--- src/rtl/mc_ctrl_pkg.sv ---
// Shared encodings for the multi-cycle MIPS-subset controller: FSM states,
// opcode/funct constants, datapath select encodings and instruction classes.
package mc_ctrl_pkg;

  typedef enum logic [2:0] {
    S_FETCH  = 3'd0,
    S_DECODE = 3'd1,
    S_EXEC   = 3'd2,
    S_MEM    = 3'd3,
    S_WB     = 3'd4
  } state_t;

  localparam logic [5:0] OP_R   = 6'b000000;
  localparam logic [5:0] OP_ORI = 6'b001101;
  localparam logic [5:0] OP_LUI = 6'b001111;
  localparam logic [5:0] OP_LW  = 6'b100011;
  localparam logic [5:0] OP_SW  = 6'b101011;
  localparam logic [5:0] OP_BEQ = 6'b000100;
  localparam logic [5:0] OP_J   = 6'b000010;
  localparam logic [5:0] OP_JAL = 6'b000011;

  localparam logic [5:0] FN_ADDU = 6'b100001;
  localparam logic [5:0] FN_SUBU = 6'b100011;
  localparam logic [5:0] FN_JR   = 6'b001000;

  localparam logic [1:0] EXT_ZERO    = 2'b00;
  localparam logic [1:0] EXT_UPPER   = 2'b01;
  localparam logic [1:0] EXT_SIGN    = 2'b10;
  localparam logic [1:0] EXT_SIGN_SH = 2'b11;

  localparam logic [2:0] ALU_ADD = 3'b000;
  localparam logic [2:0] ALU_SUB = 3'b001;
  localparam logic [2:0] ALU_OR  = 3'b010;

  localparam logic [1:0] RD_RT = 2'b00;
  localparam logic [1:0] RD_RD = 2'b01;
  localparam logic [1:0] RD_RA = 2'b10;

  localparam logic [1:0] WD_ALU = 2'b00;
  localparam logic [1:0] WD_MEM = 2'b01;
  localparam logic [1:0] WD_PC  = 2'b10;

  localparam logic [1:0] NPC_PC4 = 2'b00;
  localparam logic [1:0] NPC_BR  = 2'b01;
  localparam logic [1:0] NPC_J   = 2'b10;
  localparam logic [1:0] NPC_JR  = 2'b11;

  typedef enum logic [3:0] {
    I_ILL  = 4'd0,
    I_ADDU = 4'd1,
    I_SUBU = 4'd2,
    I_JR   = 4'd3,
    I_ORI  = 4'd4,
    I_LUI  = 4'd5,
    I_LW   = 4'd6,
    I_SW   = 4'd7,
    I_BEQ  = 4'd8,
    I_J    = 4'd9,
    I_JAL  = 4'd10
  } iclass_t;

endpackage

--- src/rtl/mc_decode.sv ---
// Combinational instruction classifier: op/funct -> instruction class.
// Anything outside the supported subset (including nop/sll) maps to I_ILL.
module mc_decode
  import mc_ctrl_pkg::*;
(
  input  logic [5:0] op,
  input  logic [5:0] funct,
  output logic [3:0] cls
);

  always_comb begin
    cls = I_ILL;
    case (op)
      OP_R: begin
        case (funct)
          FN_ADDU: cls = I_ADDU;
          FN_SUBU: cls = I_SUBU;
          FN_JR:   cls = I_JR;
          default: cls = I_ILL;
        endcase
      end
      OP_ORI:  cls = I_ORI;
      OP_LUI:  cls = I_LUI;
      OP_LW:   cls = I_LW;
      OP_SW:   cls = I_SW;
      OP_BEQ:  cls = I_BEQ;
      OP_J:    cls = I_J;
      OP_JAL:  cls = I_JAL;
      default: cls = I_ILL;
    endcase
  end

endmodule

--- src/rtl/mc_ctrl.sv ---
// Multi-cycle controller FSM (FETCH/DECODE/EXEC/MEM/WB) with combinational outputs.
// Optional retired-instruction counter enabled by defining MC_CTRL_RETIRE_CNT_EN.
module mc_ctrl
  import mc_ctrl_pkg::*;
#(
  parameter int CNT_W = 32
) (
  input  logic       clk,
  input  logic       reset,
  input  logic [5:0] op,
  input  logic [5:0] funct,
  input  logic       zero,
  output logic       PCWr,
  output logic       IRWr,
  output logic       RegWr,
  output logic       MemWr,
  output logic       ALUSrc,
  output logic [1:0] ExtOp,
  output logic [2:0] ALUOp,
  output logic [1:0] RegDst,
  output logic [1:0] WDSel,
  output logic [1:0] NPCOp,
  output logic [2:0] state
`ifdef MC_CTRL_RETIRE_CNT_EN
  ,
  output logic [CNT_W-1:0] retired
`endif
);

  if (CNT_W < 1) begin : g_cnt_w_check
    $error("mc_ctrl: CNT_W must be at least 1");
  end

  state_t     state_reg, state_next;
  logic [3:0] cls_bits;
  iclass_t    cls;

  mc_decode u_decode (
    .op    (op),
    .funct (funct),
    .cls   (cls_bits)
  );

  assign cls   = iclass_t'(cls_bits);
  assign state = state_reg;

  always_ff @(posedge clk or posedge reset) begin
    if (reset) state_reg <= S_FETCH;
    else       state_reg <= state_next;
  end

  always_comb begin
    state_next = S_FETCH;
    PCWr   = 1'b0;
    IRWr   = 1'b0;
    RegWr  = 1'b0;
    MemWr  = 1'b0;
    ALUSrc = 1'b0;
    ExtOp  = EXT_ZERO;
    ALUOp  = ALU_ADD;
    RegDst = RD_RT;
    WDSel  = WD_ALU;
    NPCOp  = NPC_PC4;

    case (state_reg)
      S_FETCH: begin
        IRWr       = 1'b1;
        PCWr       = 1'b1;
        NPCOp      = NPC_PC4;
        state_next = S_DECODE;
      end
      S_DECODE: begin
        case (cls)
          I_J: begin
            PCWr  = 1'b1;
            NPCOp = NPC_J;
          end
          I_JAL: begin
            PCWr   = 1'b1;
            NPCOp  = NPC_J;
            RegWr  = 1'b1;
            RegDst = RD_RA;
            WDSel  = WD_PC;
          end
          I_JR: begin
            PCWr  = 1'b1;
            NPCOp = NPC_JR;
          end
          I_ILL:   state_next = S_FETCH;
          default: state_next = S_EXEC;
        endcase
      end
      S_EXEC: begin
        case (cls)
          I_ADDU: begin
            ALUOp      = ALU_ADD;
            state_next = S_WB;
          end
          I_SUBU: begin
            ALUOp      = ALU_SUB;
            state_next = S_WB;
          end
          I_ORI: begin
            ALUOp      = ALU_OR;
            ExtOp      = EXT_ZERO;
            ALUSrc     = 1'b1;
            state_next = S_WB;
          end
          I_LUI: begin
            ALUOp      = ALU_OR;
            ExtOp      = EXT_UPPER;
            ALUSrc     = 1'b1;
            state_next = S_WB;
          end
          I_LW, I_SW: begin
            ALUOp      = ALU_ADD;
            ExtOp      = EXT_SIGN;
            ALUSrc     = 1'b1;
            state_next = S_MEM;
          end
          // Branch resolves here: the comparison result gates the PC write.
          I_BEQ: begin
            ALUOp = ALU_SUB;
            ExtOp = EXT_SIGN_SH;
            NPCOp = NPC_BR;
            PCWr  = zero;
          end
          default: state_next = S_FETCH;
        endcase
      end
      S_MEM: begin
        case (cls)
          I_LW:    state_next = S_WB;
          I_SW:    MemWr = 1'b1;
          default: state_next = S_FETCH;
        endcase
      end
      S_WB: begin
        case (cls)
          I_ADDU, I_SUBU: begin
            RegWr  = 1'b1;
            RegDst = RD_RD;
            WDSel  = WD_ALU;
          end
          I_ORI, I_LUI: begin
            RegWr  = 1'b1;
            RegDst = RD_RT;
            WDSel  = WD_ALU;
          end
          I_LW: begin
            RegWr  = 1'b1;
            RegDst = RD_RT;
            WDSel  = WD_MEM;
          end
          default: RegWr = 1'b0;
        endcase
      end
      default: state_next = S_FETCH;
    endcase

    // Reset forces FETCH, but FETCH's own write enables must stay quiet while held.
    if (reset) begin
      PCWr   = 1'b0;
      IRWr   = 1'b0;
      RegWr  = 1'b0;
      MemWr  = 1'b0;
      ALUSrc = 1'b0;
      ExtOp  = EXT_ZERO;
      ALUOp  = ALU_ADD;
      RegDst = RD_RT;
      WDSel  = WD_ALU;
      NPCOp  = NPC_PC4;
    end
  end

`ifdef MC_CTRL_RETIRE_CNT_EN
  logic [CNT_W-1:0] retired_reg;
  logic             retire;

  assign retire = (state_next == S_FETCH) &&
                  (state_reg inside {S_DECODE, S_EXEC, S_MEM, S_WB});

  always_ff @(posedge clk or posedge reset) begin
    if (reset)       retired_reg <= '0;
    else if (retire) retired_reg <= retired_reg + CNT_W'(1);
  end

  assign retired = retired_reg;
`endif

endmodule
--- config.mk ---
export PLATFORM = sky130hd
export DESIGN_NAME = mc_ctrl
export DESIGN_NICKNAME = d
export VERILOG_FILES = /design/src/rtl/mc_ctrl_pkg.sv /design/src/rtl/mc_decode.sv /design/src/rtl/mc_ctrl.sv
export SDC_FILE = /design/constraint.sdc
export NUM_CORES = 1
export LEC_CHECK = 0
export CORE_UTILIZATION = 40
export DETAILED_ROUTE_END_ITERATION = 10
export PLACE_DENSITY = 0.84
export SYNTH_ARGS = -nofsm -noshare
export SYNTH_HDL_FRONTEND = slang
export SYNTH_SLANG_ARGS = --single-unit
--- constraint.sdc ---
create_clock -name clk -period 3.3 [get_ports clk]
set_input_delay 0.825 -clock clk [delete_from_list [all_inputs] [get_ports clk]]
set_output_delay 0.825 -clock clk [all_outputs]
set_load 0.005 [all_outputs]
==> key figures <==
Cells and area
  • Multi-input logic area: 688 um^2
  • Share of cells above drive strength 1: 0.506
  • Final Cell Area: 1410 um^2
  • Nets@finish: 180
  • FF+latch area: 75.1 um^2
  • Layout Utilization: 0.896
  • Synthesis-to-layout area growth: 101%
  • Max reg flops: 3
  • Leading cell types in the layout, fill and taps excluded: buf_4, dlygate4sd2_1, nand2_1, clkdlybuf4s50_1, buf_6
  • Commonest non-fill, non-tap cell in the layout: buf_4
  • Non-Filler Instances: 180
  • Fillers: 74
  • # diodes: 0

Placed design
  • Cell count after placement: 161
  • GPL Wtd Cong: 0.899
  • Input/output buffers: 32
  • Dpl hpwl: 1940 um
  • Placed instance area: 1190 um^2
  • Place WS: -0.708 ns

STA
  • Final min period: 3.32 ns
  • Final Hold Violating Endpoints: 0
  • Max-slew violations: 0
  • Worst setup margin: -0.0209 ns
  • Fmax: 301 MHz
  • RSZ-0062 raised after global routing: true
  • Final setup TNS: -0.0209 ns
  • Tcrit/Tclk final: 1.01
  • Max Clock Skew: 0.00152 ns
  • WHS: 0.654 ns
  • Final Setup Violations: 1

Detailed routing
  • Antenna-violating nets left: 0
  • Vias per cell: 6.26
  • Drt drc: 2
  • Vias: 1127
  • 1st-iter DRT viols: 77
  • Initial DRT Pass Iterations: 8
  • Post-DR wirelength/cell: 18.5 um
  • WL final: 3340 um

Global routing
  • M3 GR Usage: 0.0542
  • Vias in the first global route: 1077
  • First-pass GRT wire length: 4960 um
  • Global Route Usage Sum: 0.344
  • GR Layer Usage met2: 0.591
  • Initial antenna violation count: 0
  • GRT overflow: 0
  • Largest net degree at the start of global routing: 12
  • GR Util met1: 0.427
  • Busiest grt layer: met2

Floorplanning
  • Die X-Extent: 43.9 um
  • # IOs: 34
  • Initial Util: 0.445
  • Vert. Die Dim: 43.9 um
  • Core Region: 1580 um^2
  • Rows: 14
  • Die area: 1930 um^2

Synthesis
  • Synth warnings: 0
  • Ys async rst share: 1.00
  • EDFF count, synth: 0
  • Post-synthesis sequential area ratio: 0.107
  • Main synth FF type: dfrtp_1
  • Syn Inst Count: 93
  • Syn nets: 108
  • Post-Syn Area: 702 um^2
  • Yosys reg bits: 3
  • Yosys cell types: 50
  • Syn avg cell area: 7.55 um^2

Min path
  • Hold Path Sink: state[0]
  • HP Class: flip-flop to flip-flop
  • Min-Delay Path Depth: 1
  • Min-delay src: state[0]

Power
  • P_leak: 0.682 nW
  • Peak VDD IR: 0.165 mV
  • PwrDens: 213 nW/um^2
  • Total power: 0.301 mW

Clock network
  • Max Buffers Root-to-Sink: 2
  • Clk sinks: 3
  • CTS root buf: clkbuf_4
  • Clk_lat worst skew: 0.24 ns
  • CTS tree: built
  • Hold Buf Count CTS: 0
  • H-tree depth: 1
  • TritonCTS Buffers: 3
  • Clock transition at the registers of the reported paths: 0.04 ns

Worst setup path
  • Reg2Reg Capture Point: state[2]
  • R2R setup slack: 1.99 ns
  • Kind of start point of the critical path: primary input
  • Reg2reg start: state[0]
  • Crit path DAT: 2.50 ns
  • Crit path required time: 2.47 ns
  • Critical path type: primary input to primary output
  • CP max FO: 4
  • Worst reg-to-reg path cell count: 4
  • Element type at the critical path end: primary output

Run status
  • Failing checks: design-rule violations, negative setup slack
  • Outcome: finished, violations left

Run
  • MaxCap Viol Count: 0
## cell usage after synthesis, types with 3 or more instances
cell | number | area share
buf_4 | 3 | 0.032
dfrtp_1 | 3 | 0.11
nor2_1 | 4 | 0.021
nor4_1 | 3 | 0.027
nand2b_1 | 3 | 0.027
a21oi_2 | 3 | 0.037
inv_1 | 3 | 0.016
nand3_1 | 4 | 0.029
o21ai_0 | 4 | 0.029
nand2_1 | 8 | 0.043
a21oi_1 | 7 | 0.050
## what timing repair did
| item | in CTS | in global routing |
|---|---|---|
| setup endpoints to repair | 14 | 12 |
| pin swaps | 13 | 15 |
| buffers inserted | 12 | 4 |
| gates resized for setup | 64 | 27 |
## layer usage
metal | part of all wire | up-vias
met5 | 0 | -
met2 | 0.48 | 78
li1 | - | 499
met1 | 0.39 | 526
met4 | 0.052 | 0
met3 | 0.069 | 24
## worst max-delay path, cell delays in order
cell	delay, ns
buf_6	0.09
or3b_4	0.44
or3b_4	0.46
a21oi_4	0.19
o21ai_2	0.08
a41o_1	0.27
buf_2	0.14
## power by group
part	switching [mW]	leakage [nW]	total [mW]	internal [mW]
clock	0.0216	0.0150	0.0670	0.0455
sequential	0.0217	0.0394	0.0666	0.0448
combinational	0.0748	0.628	0.167	0.0922
total	0.118	0.682	0.301	0.182
## worst max-delay path by stage
| stage | from | endpoint | slack (ns) |
|---|---|---|---|
| floorplan | op[0] | RegWr | 0.31 |
| global placement | op[5] | RegWr | -0.63 |
| detailed placement | op[2] | RegWr | -0.71 |
| CTS | op[1] | RegWr | 0.02 |
| global route | funct[2] | RegWr | -0.04 |
| finish | funct[0] | RegWr | -0.02 |
## cell type report
class,count,area share
Inverter,3,0.00797
Clock buffer,4,0.0186
Timing Repair Buffer,73,0.419
Multi-Input combinational cell,81,0.487
Sequential cell,3,0.0531
Tap cell,16,0.0142
## logic make-up after synthesis
kind of cell	Yosys count	share of synthesized area
AO/OA/AOI/OAI	30	0.298
buffers and inverters	9	0.0873
flip-flops	3	0.107
multiplexers	1	0.0143
other	1	0.00534
AND/OR/NAND/NOR	49	0.488
(Power assumes the default switching activity.)
